<file path="src/rtl/approx_add_sub.sv">
// approx_add_sub: unsigned W-bit adder/subtractor with a (W+1)-bit result.
//
// Optional lower-part OR adder (LOA) approximation, enabled by defining the
// macro APPROX_LOA_EN. With the macro defined and LPL > 0, the low LPL result
// bits are the bitwise OR of the operands and the upper part is an exact adder
// fed by a single carry guessed from bit LPL-1. Without the macro, or with
// LPL = 0, the datapath is exact and LPL is ignored.
//
// Parameters:
//   W    operand width in bits (W >= 2)
//   LPL  number of approximated LSBs (0 <= LPL <= W-1)
//
// Ports:
//   clk      system clock, rising-edge active
//   rst_n    asynchronous active-low reset (clears res_q only)
//   add_sub  0 = in1 + in2, 1 = in1 - in2
//   in1      operand A, unsigned
//   in2      operand B, unsigned
//   res      combinational result, W+1 bits
//   res_q    res registered on the rising edge of clk

module approx_add_sub #(
  parameter int unsigned W   = 13,
  parameter int unsigned LPL = 4
) (
  input  logic         clk,
  input  logic         rst_n,
  input  logic         add_sub,
  input  logic [W-1:0] in1,
  input  logic [W-1:0] in2,
  output logic [W:0]   res,
  output logic [W:0]   res_q
);

  // Elaboration-time parameter sanity checks.
  if (W < 2) begin : g_bad_w
    $error("approx_add_sub: W must be at least 2");
  end
  if (LPL > W - 1) begin : g_bad_lpl
    $error("approx_add_sub: LPL must not exceed W-1");
  end

  // Subtraction is in1 + ~in2 + 1; the +1 is the add_sub carry-in on the
  // exact path.
  logic [W-1:0] b;
  logic [W-1:0] sum;
  logic         cout;

  assign b = add_sub ? ~in2 : in2;

`ifdef APPROX_LOA_EN
  if (LPL > 0) begin : g_loa
    logic [W-LPL:0] upper;
    logic           c;

    // Carry into the exact upper part is predicted from the top approximated
    // bit only; the subtract carry-in is deliberately dropped.
    assign c     = in1[LPL-1] & b[LPL-1];
    assign upper = {1'b0, in1[W-1:LPL]} + {1'b0, b[W-1:LPL]} + {{(W-LPL){1'b0}}, c};
    assign sum   = {upper[W-LPL-1:0], in1[LPL-1:0] | b[LPL-1:0]};
    assign cout  = upper[W-LPL];
  end else begin : g_exact
    logic [W:0] full;

    assign full = {1'b0, in1} + {1'b0, b} + {{W{1'b0}}, add_sub};
    assign sum  = full[W-1:0];
    assign cout = full[W];
  end
`else
  logic [W:0] full;

  assign full = {1'b0, in1} + {1'b0, b} + {{W{1'b0}}, add_sub};
  assign sum  = full[W-1:0];
  assign cout = full[W];
`endif

  // For subtraction the inverted carry is the sign bit of the W+1-bit
  // two's-complement difference.
  assign res = {add_sub ? ~cout : cout, sum};

  always_ff @(posedge clk or negedge rst_n) begin
    if (!rst_n) begin
      res_q <= '0;
    end else begin
      res_q <= res;
    end
  end

endmodule

</file>
<file path="config.mk">
export PLATFORM = sky130hd
export DESIGN_NAME = approx_add_sub
export DESIGN_NICKNAME = d
export VERILOG_FILES = /design/src/rtl/approx_add_sub.sv
export SDC_FILE = /design/constraint.sdc
export NUM_CORES = 1
export LEC_CHECK = 0
export CAP_MARGIN = 20
export CORE_ASPECT_RATIO = 1.4
export CORE_MARGIN = 1
export CORE_UTILIZATION = 39
export DETAILED_ROUTE_END_ITERATION = 6
export PLACE_DENSITY = 0.77
export SYNTH_ARGS = -nofsm -noshare
export SYNTH_HDL_FRONTEND = slang
export SYNTH_SLANG_ARGS = --single-unit
</file>
<file path="constraint.sdc">
create_clock -name clk -period 5.1 [get_ports clk]
set_input_delay 1.53 -clock clk [delete_from_list [all_inputs] [get_ports clk]]
set_output_delay 1.53 -clock clk [all_outputs]
set_load 0.02 [all_outputs]
</file>
==> Flow_metrics.wiki, run 1 <==
{| class="wikitable"
! Metric !! Value
|-
| Run status || complete, no violations
|-
| Register bit count reported by yosys || 14
|-
| Period utilization || between 90% and 100%
|-
| Data required time at the worst endpoint || 3570 ps
|-
| Die height || 64.83 µm
|-
| Diode insertion count for antenna repair || 0
|-
| Largest registers || res_q (14)
|-
| DIE AREA || 3039 µm²
|-
| First-pass GRT wire length || about 5000 µm
|-
| Post-Synth Simple-Gate Area || 10.13%
|-
| Path class of the lowest-slack min-delay path || in -> async
|-
| TritonCTS clock tree || yes
|-
| Effective utilization at floorplan || 41.62%
|-
| Total power density per cell area || 325.1 nW/µm²
|-
| Crit path launch type || input pin
|-
| Row cnt || 22
|-
| Max Fclk || 196.7 MHz
|-
| Max reg flops || 14
|-
| Number of standard cells after synthesis || 110
|-
| Final core utilization || 79.59%
|-
| Drt pass-1 iters || 4
|-
| Post-synthesis sequential area ratio || 31.85%
|-
| Layout-stage area growth over the synthesis result || 91.24%
|-
| Total count of max-transition violations in the final report || 0
|-
| Highest ir drop seen on vdd || between 0.00015 and 0.0002 V
|-
| Avg Cell Area, Syn || approximately 10 µm²
|-
| Vias in the first global route || 1,174
|-
| Count of H-tree levels built during CTS || 1
|-
| Post-route antenna net violation count || 0
|-
| Sum of internal, switching and leakage power || slightly below 0.7 mW
|-
| Main combinational cell family by area after synthesis || XOR/XNOR gates
|-
| Area of the mapped netlist || 1100 µm²
|-
| Pin count of the biggest net entering global routing || 15
|-
| Syn. warnings || 0
|-
| Initial antenna violation count || 0
|-
| Count of different cell masters after synthesis || 32
|-
| Core Area || ~2600 µm²
|-
| Kind of critical path || in -> out
|-
| Transition at the pin with the smallest max-transition slack || 602.5 ps
|-
| EDFF count, synth || 0
|-
| Total vias in the final route || 1,220
|-
| Final number of setup-violating endpoints || 0
|-
| Root buffer cell || sky130_fd_sc_hd__clkbuf_4
|-
| Cell area after placement || a little under 2000 µm²
|-
| Vias per inst || 5.000
|-
| Leakage power || 1.022 nW
|-
| Non-Filler Cell Area, Final || 2103 µm²
|-
| Crit path capture || res[7]
|-
| Final Net Count || roughly 250
|-
| Combined global-route utilization of all metal layers || 23.12%
|-
| Setup ws final || 16.76 ps
|-
| Synthesized-area fraction occupied by xor and xnor cells || 19.11%
|-
| Fraction of the mapped netlist area in compound gates || 16.38%
|-
| Top-level port count || 57
|-
| Final WL || 3343 µm
|-
| Number of buffers created by CTS || 3
|-
| Hold violation total from the final report || 0
|-
| Setup repair after global routing missed its margin || true
|-
| Biggest register || res_q
|-
| Worst-case hold slack || 1630 ps
|-
| Share of cells above drive strength 1 || a little over a third
|-
| Width of the die || between 40 and 50 µm
|-
| Max-cap violation count || 0
|-
| Maximum fanout along the worst path || 3
|-
| Maximum clock insertion buffer count || 2
|-
| Clock Pin Slew Worst Setup and Hold Paths || approximately 70 ps
|-
| Net count of the mapped netlist || 154
|-
| Count of hold buffers inserted by post-cts repair || 0
|-
| Aggregate global routing overflow || 0
|-
| Minimum clock period || 5083 ps
|-
| Dominant synthesized flop cell || sky130_fd_sc_hd__dfrtp_1
|-
| Launch point of the worst path || in1[2]
|-
| Post-synthesis adder-cell area fraction || 17.75%
|-
| Worst Setup Slack post-DPL || -969.4 ps
|-
| Critical path endpoint category || output pin
|-
| Initial detailed-routing violation count || 16
|-
| Ys async rst share || 100.0%
|-
| Wirelength per Cell || around 14 µm
|-
| Relative slew slack || 59.71%
|-
| WP data arrival || 3550 ps
|-
| DP Wirelength || 2655 µm
|-
| Num Clock Sinks || 14
|-
| Fraction of synthesized area in multiplexers || 0.9101%
|-
| Post-detailed-route DRC marker count || 0
|-
| Final Wtd Congestion || 0.7942
|-
| IO buf count || between 50 and 60
|}
-- kinds of logic (layout without fill, tap and decap cells) --
logic type / Yosys count / count (layout)
flip-flops: 14 / 14
buffers and inverters: 9 / 107
multiplexers: 1 / 1
AO/OA/AOI/OAI: 27 / 27
XOR/XNOR: 24 / 24
adder cells (fa/ha/maj): 15 / 15
AND/OR/NAND/NOR: 20 / 20
-- synth_stat cells (2+ instances only) --
library cell | number | area share [%]
sky130_fd_sc_hd__dfrtp_1 | 14 | 32
sky130_fd_sc_hd__o21ai_0 | 4 | 1.8
sky130_fd_sc_hd__inv_1 | 6 | 2.0
sky130_fd_sc_hd__nand4_1 | 2 | 1.1
sky130_fd_sc_hd__nor2_1 | 8 | 2.7
sky130_fd_sc_hd__a21o_1 | 3 | 2.0
sky130_fd_sc_hd__xnor2_1 | 8 | 6.4
sky130_fd_sc_hd__o211a_1 | 2 | 1.8
sky130_fd_sc_hd__nand2b_1 | 2 | 1.1
sky130_fd_sc_hd__ha_1 | 14 | 16
sky130_fd_sc_hd__or3_1 | 2 | 1.1
sky130_fd_sc_hd__nand2_1 | 2 | 0.68
sky130_fd_sc_hd__xor2_1 | 16 | 13
sky130_fd_sc_hd__a21oi_1 | 8 | 3.6
sky130_fd_sc_hd__o21a_1 | 2 | 1.4
-- worst max-delay path: stages --
cell and delay [ps]:
sky130_fd_sc_hd__clkdlybuf4s50_1 410, sky130_fd_sc_hd__ha_1 310, sky130_fd_sc_hd__buf_4 160, sky130_fd_sc_hd__a21oi_1 210
sky130_fd_sc_hd__o211a_1 270, sky130_fd_sc_hd__o31ai_2 90, sky130_fd_sc_hd__a21oi_1 180, sky130_fd_sc_hd__xnor2_1 190
sky130_fd_sc_hd__buf_4 190
-- cell type report --
cell class                      count  area (µm²)
Multi-Input combinational cell     87       809.5
Inverter                            6       22.52
Clock buffer                        4       36.28
Sequential cell                    14       350.3
Timing Repair Buffer               97       839.6
Fill cell                         184       539.3
Tap cell                           36       45.04
-- stage by stage --
| step | setup TNS, ps | std cells |
|---|---|---|
| after floorplan | 0 | 110 |
| after global placement | -7648 | 233 |
| after detailed placement | -8653 | 233 |
| after CTS | 0 | 241 |
| after global routing | -211.5 | 244 |
| final | 0 | 244 |
-- report_power, final --
group	total [mW]	switching, mW	internal (mW)
combinational	0.455	0.225	0.230
clock	0.0758	0.0324	0.0435
sequential	0.153	0.00906	0.144
total	0.684	0.266	0.417
-- cells in the final DEF, fill, tap and decap left out, types with 2 or more instances in the layout --
cell / count
sky130_fd_sc_hd__nand4_1: 2
sky130_fd_sc_hd__o21ai_1: 3
sky130_fd_sc_hd__xnor2_1: 7
sky130_fd_sc_hd__xor2_1: 14
sky130_fd_sc_hd__inv_1: 6
sky130_fd_sc_hd__clkdlybuf4s50_1: 34
sky130_fd_sc_hd__a21o_1: 3
sky130_fd_sc_hd__nor2_1: 7
sky130_fd_sc_hd__xor2_2: 2
sky130_fd_sc_hd__dlygate4sd2_1: 10
sky130_fd_sc_hd__dlymetal6s2s_1: 2
sky130_fd_sc_hd__o21a_1: 2
sky130_fd_sc_hd__nand2_1: 2
sky130_fd_sc_hd__clkbuf_4: 3
sky130_fd_sc_hd__dfrtp_1: 14
sky130_fd_sc_hd__buf_4: 48
sky130_fd_sc_hd__ha_1: 13
sky130_fd_sc_hd__nand2b_1: 2
sky130_fd_sc_hd__a21oi_1: 4
sky130_fd_sc_hd__a21oi_2: 4
-- metal layers --
metal	track usage, %	vias to the layer above	share of wire [%]	routed length [µm]
met1	24.39	584	37	1222
li1	-	580	-	-
met4	12.86	0	3.1	102
met5	0	-	0	0
met3	2.786	11	2.9	96
met2	41.32	45	58	1923
-- worst min-delay path by stage --
| stage | startpoint | cells after the start | end | slack [ps] |
|---|---|---|---|---|
| floorplan | rst_n | 0 | res_q[0]$_DFF_PN0_ | 1230 |
| global placement | rst_n | 1 | res_q[1]$_DFF_PN0_ | 1920 |
| detailed placement | rst_n | 1 | res_q[4]$_DFF_PN0_ | 1930 |
| CTS | in1[0] | 2 | res_q[0]$_DFF_PN0_ | 1620 |
| global route | in1[0] | 2 | res_q[0]$_DFF_PN0_ | 1630 |
| finish | rst_n | 1 | res_q[6]$_DFF_PN0_ | 1630 |
-- repair_timing --
action	CTS	global route
gates resized for setup	68	17
setup endpoints to repair	13	7
setup buffers	4	3
cloned	0	0
pin swaps	15	13
(Power assumes the default switching activity.)
==> run 2, diff against run 1 <==
- PLACE_DENSITY: 0.77 -> 0.79
- REMOVE_ABC_BUFFERS: default -> 1
==> run 2 against run 1 <==
  * The flow now finishes with violations (setup timing)
  * Die area did not move
  * Non-clock buffer count rose by 6
  * Final cell count rose by 2.0%
  * First-iteration DRC count rose to 2.7 times the previous value
  * Sequential cell count did not move
  * Critical path depth rose by 2
  * Cell area rose by 3.8%
  * Combinational power rose by 7.5%
  * Clock power fell by 25%
  * Critical path type unchanged
  * Largest cell class unchanged
==> Flow_metrics.wiki, run 2 (synthesized netlist as in run 1, its figures left out) <==
{| class="wikitable"
! Metric !! Value
|-
| Num Clock Sinks || 14 (unchanged)
|-
| Clock Pin Slew Worst Setup and Hold Paths || 70 ps (about the same)
|-
| Total vias in the final route || 1,318 (+8.0%)
|-
| Run status || finished, violations left
|-
| IO buf count || 56 (unchanged)
|-
| Core Area || 2643 µm² (unchanged)
|-
| Commonest cells after routing, fill and taps aside || sky130_fd_sc_hd__buf_4, sky130_fd_sc_hd__clkdlybuf4s50_1, sky130_fd_sc_hd__dfrtp_1, sky130_fd_sc_hd__xor2_1, sky130_fd_sc_hd__ha_1
|-
| Kind of critical path || in -> out
|-
| Max-cap violation count || 0 (unchanged)
|-
| Post-route antenna net violation count || 0 (unchanged)
|-
| Biggest register || res_q
|-
| Root buffer cell || sky130_fd_sc_hd__clkbuf_4
|-
| Effective utilization at floorplan || 41.62% (unchanged)
|-
| Layout-stage area growth over the synthesis result || 98.52%
|-
| Vias per inst || 5.293 (+5.9%)
|-
| Wirelength per Cell || 18.10 µm (+32%)
|-
| Top-level port count || 57 (unchanged)
|-
| Final WL || 4506 µm (+35%)
|-
| DIE AREA || 3039 µm² (unchanged)
|-
| Setup repair after global routing missed its margin || true
|-
| Highest ir drop seen on vdd || 0.0001682 V (-0.14%)
|-
| Post-detailed-route DRC marker count || 0 (unchanged)
|-
| Die height || 64.83 µm (unchanged)
|-
| Period utilization || 102.0% (+2.3 points)
|-
| TritonCTS clock tree || yes
|-
| Aggregate global routing overflow || 0 (unchanged)
|-
| Worst Setup Slack post-DPL || -1055 ps (-85.75 ps)
|-
| Final Net Count || 259 (+2.4%)
|-
| Cell area after placement || 1948 µm² (unchanged)
|-
| Final number of setup-violating endpoints || 5 (+5)
|-
| Maximum fanout along the worst path || 3 (unchanged)
|-
| Layout filler cell count || 152 (-17%)
|-
| Leakage power || 1.084 nW (+6.1%)
|-
| Setup ws final || -101.5 ps (-118.2 ps)
|-
| First-pass GRT wire length || 5416 µm (+8.3%)
|-
| Combined global-route utilization of all metal layers || 24.48% (+1.4 points)
|-
| Relative slew slack || 62.27% (+2.6 points)
|-
| Maximum clock insertion buffer count || 2 (unchanged)
|-
| Vias in the first global route || 1,276 (+8.7%)
|-
| Path class of the lowest-slack min-delay path || in -> async
|-
| Total power density per cell area || 320.0 nW/µm² (-1.6%)
|-
| Non-Filler Cell Area, Final || 2183 µm² (+3.8%)
|-
| Max reg flops || 14 (unchanged)
|-
| Placed cell count || 234 (+0.43%)
|-
| Data required time at the worst endpoint || 3570 ps (about the same)
|-
| Count of H-tree levels built during CTS || 1 (unchanged)
|-
| Width of the die || 46.88 µm (unchanged)
|-
| Pin count of the biggest net entering global routing || 15 (unchanged)
|-
| Count of hold buffers inserted by post-cts repair || 0 (unchanged)
|-
| Violated checks || setup timing
|-
| Share of cells above drive strength 1 || 40.85% (+5.3 points)
|-
| Hold violation total from the final report || 0 (unchanged)
|-
| Drt pass-1 iters || 4 (unchanged)
|-
| Final Wtd Congestion || 0.8796 (+11%)
|-
| Initial antenna violation count || 0 (unchanged)
|-
| Max Fclk || 192.3 MHz (-2.3%)
|-
| Commonest non-fill, non-tap cell in the layout || sky130_fd_sc_hd__buf_4
|-
| Largest registers || res_q (14)
|-
| Total count of max-transition violations in the final report || 0 (unchanged)
|-
| Critical path endpoint category || output pin
|-
| Transition at the pin with the smallest max-transition slack || 564.2 ps (-38.26 ps)
|-
| Row cnt || 22 (unchanged)
|-
| Sum of internal, switching and leakage power || 0.6987 mW (+2.2%)
|-
| WP data arrival || 3670 ps (+120 ps)
|-
| Number of buffers created by CTS || 3 (unchanged)
|-
| Diode insertion count for antenna repair || 0 (unchanged)
|-
| Initial detailed-routing violation count || 43 (+27)
|-
| Non-filler instance count after layout || 249 (+2.0%)
|-
| DP Wirelength || 2580 µm (-2.8%)
|-
| Crit path launch type || input pin
|-
| Minimum clock period || 5201 ps (+118.2 ps)
|}
[run 2: metal layers]
| layer | GRT usage [%] | up-vias | part of all wire (%) |
|---|---|---|---|
| li1 | - | 592 | - |
| met1 | 26.82 | 662 | 37 |
| met2 | 43.58 | 52 | 56 |
| met3 | 2.228 | 12 | 4.0 |
| met4 | 12.86 | 0 | 2.9 |
| met5 | 0 | - | 0 |
[run 2: power by group]
part           internal (mW)  switching (mW)  total, mW
clock network         0.0273          0.0293     0.0565
registers              0.144         0.00943      0.153
logic                  0.239           0.250      0.489
total                  0.410           0.289      0.699
[run 2: worst max-delay path by stage]
stage	from	end	slack, ps	depth (start not counted)
floorplan	add_sub	res[10]	220	6
global placement	add_sub	res[10]	-900	8
detailed placement	add_sub	res[13]	-1060	10
CTS	in2[10]	res[13]	-50	9
global route	in2[1]	res[12]	-130	11
finish	in2[1]	res[12]	-100	11
[run 2: worst max-delay path, stage by stage]
cell                              delay, ps
sky130_fd_sc_hd__clkdlybuf4s15_1        200
sky130_fd_sc_hd__xor2_2                 220
sky130_fd_sc_hd__inv_2                   70
sky130_fd_sc_hd__fa_2                   420
sky130_fd_sc_hd__nor2b_4                130
sky130_fd_sc_hd__o311a_1                260
sky130_fd_sc_hd__buf_4                  140
sky130_fd_sc_hd__o21ai_2                 70
sky130_fd_sc_hd__o21ai_2                170
sky130_fd_sc_hd__xor2_1                 250
sky130_fd_sc_hd__buf_4                  190
[run 2: cell type report]
cell class	count	area [µm²]	area share, %
tap	36	45.04	2.063
multi-input combinational	87	844.6	38.68
clock buffer	3	22.52	1.032
sequential	14	350.3	16.05
timing repair buffer	103	898.4	41.15
inverter	6	22.52	1.032
[run 2: through the flow]
| stage | TNS, ps | hold WS [ps] | utilization [%] |
|---|---|---|---|
| after floorplan | 0 | 1234 | - |
| after global placement | -8215 | 1918 | 73.72 |
| after detailed placement | -9251 | 1928 | 73.72 |
| after CTS | -67.14 | 1602 | 76.94 |
| after global routing | -718.5 | 1635 | 82.62 |
| final | -212.7 | 1624 | 82.62 |
[run 2: repair_timing]
action,CTS,global route
setup endpoints to repair,13,10
pin swaps,13,19
setup buffers,7,5
gates cloned,0,0
gates resized for setup,68,30
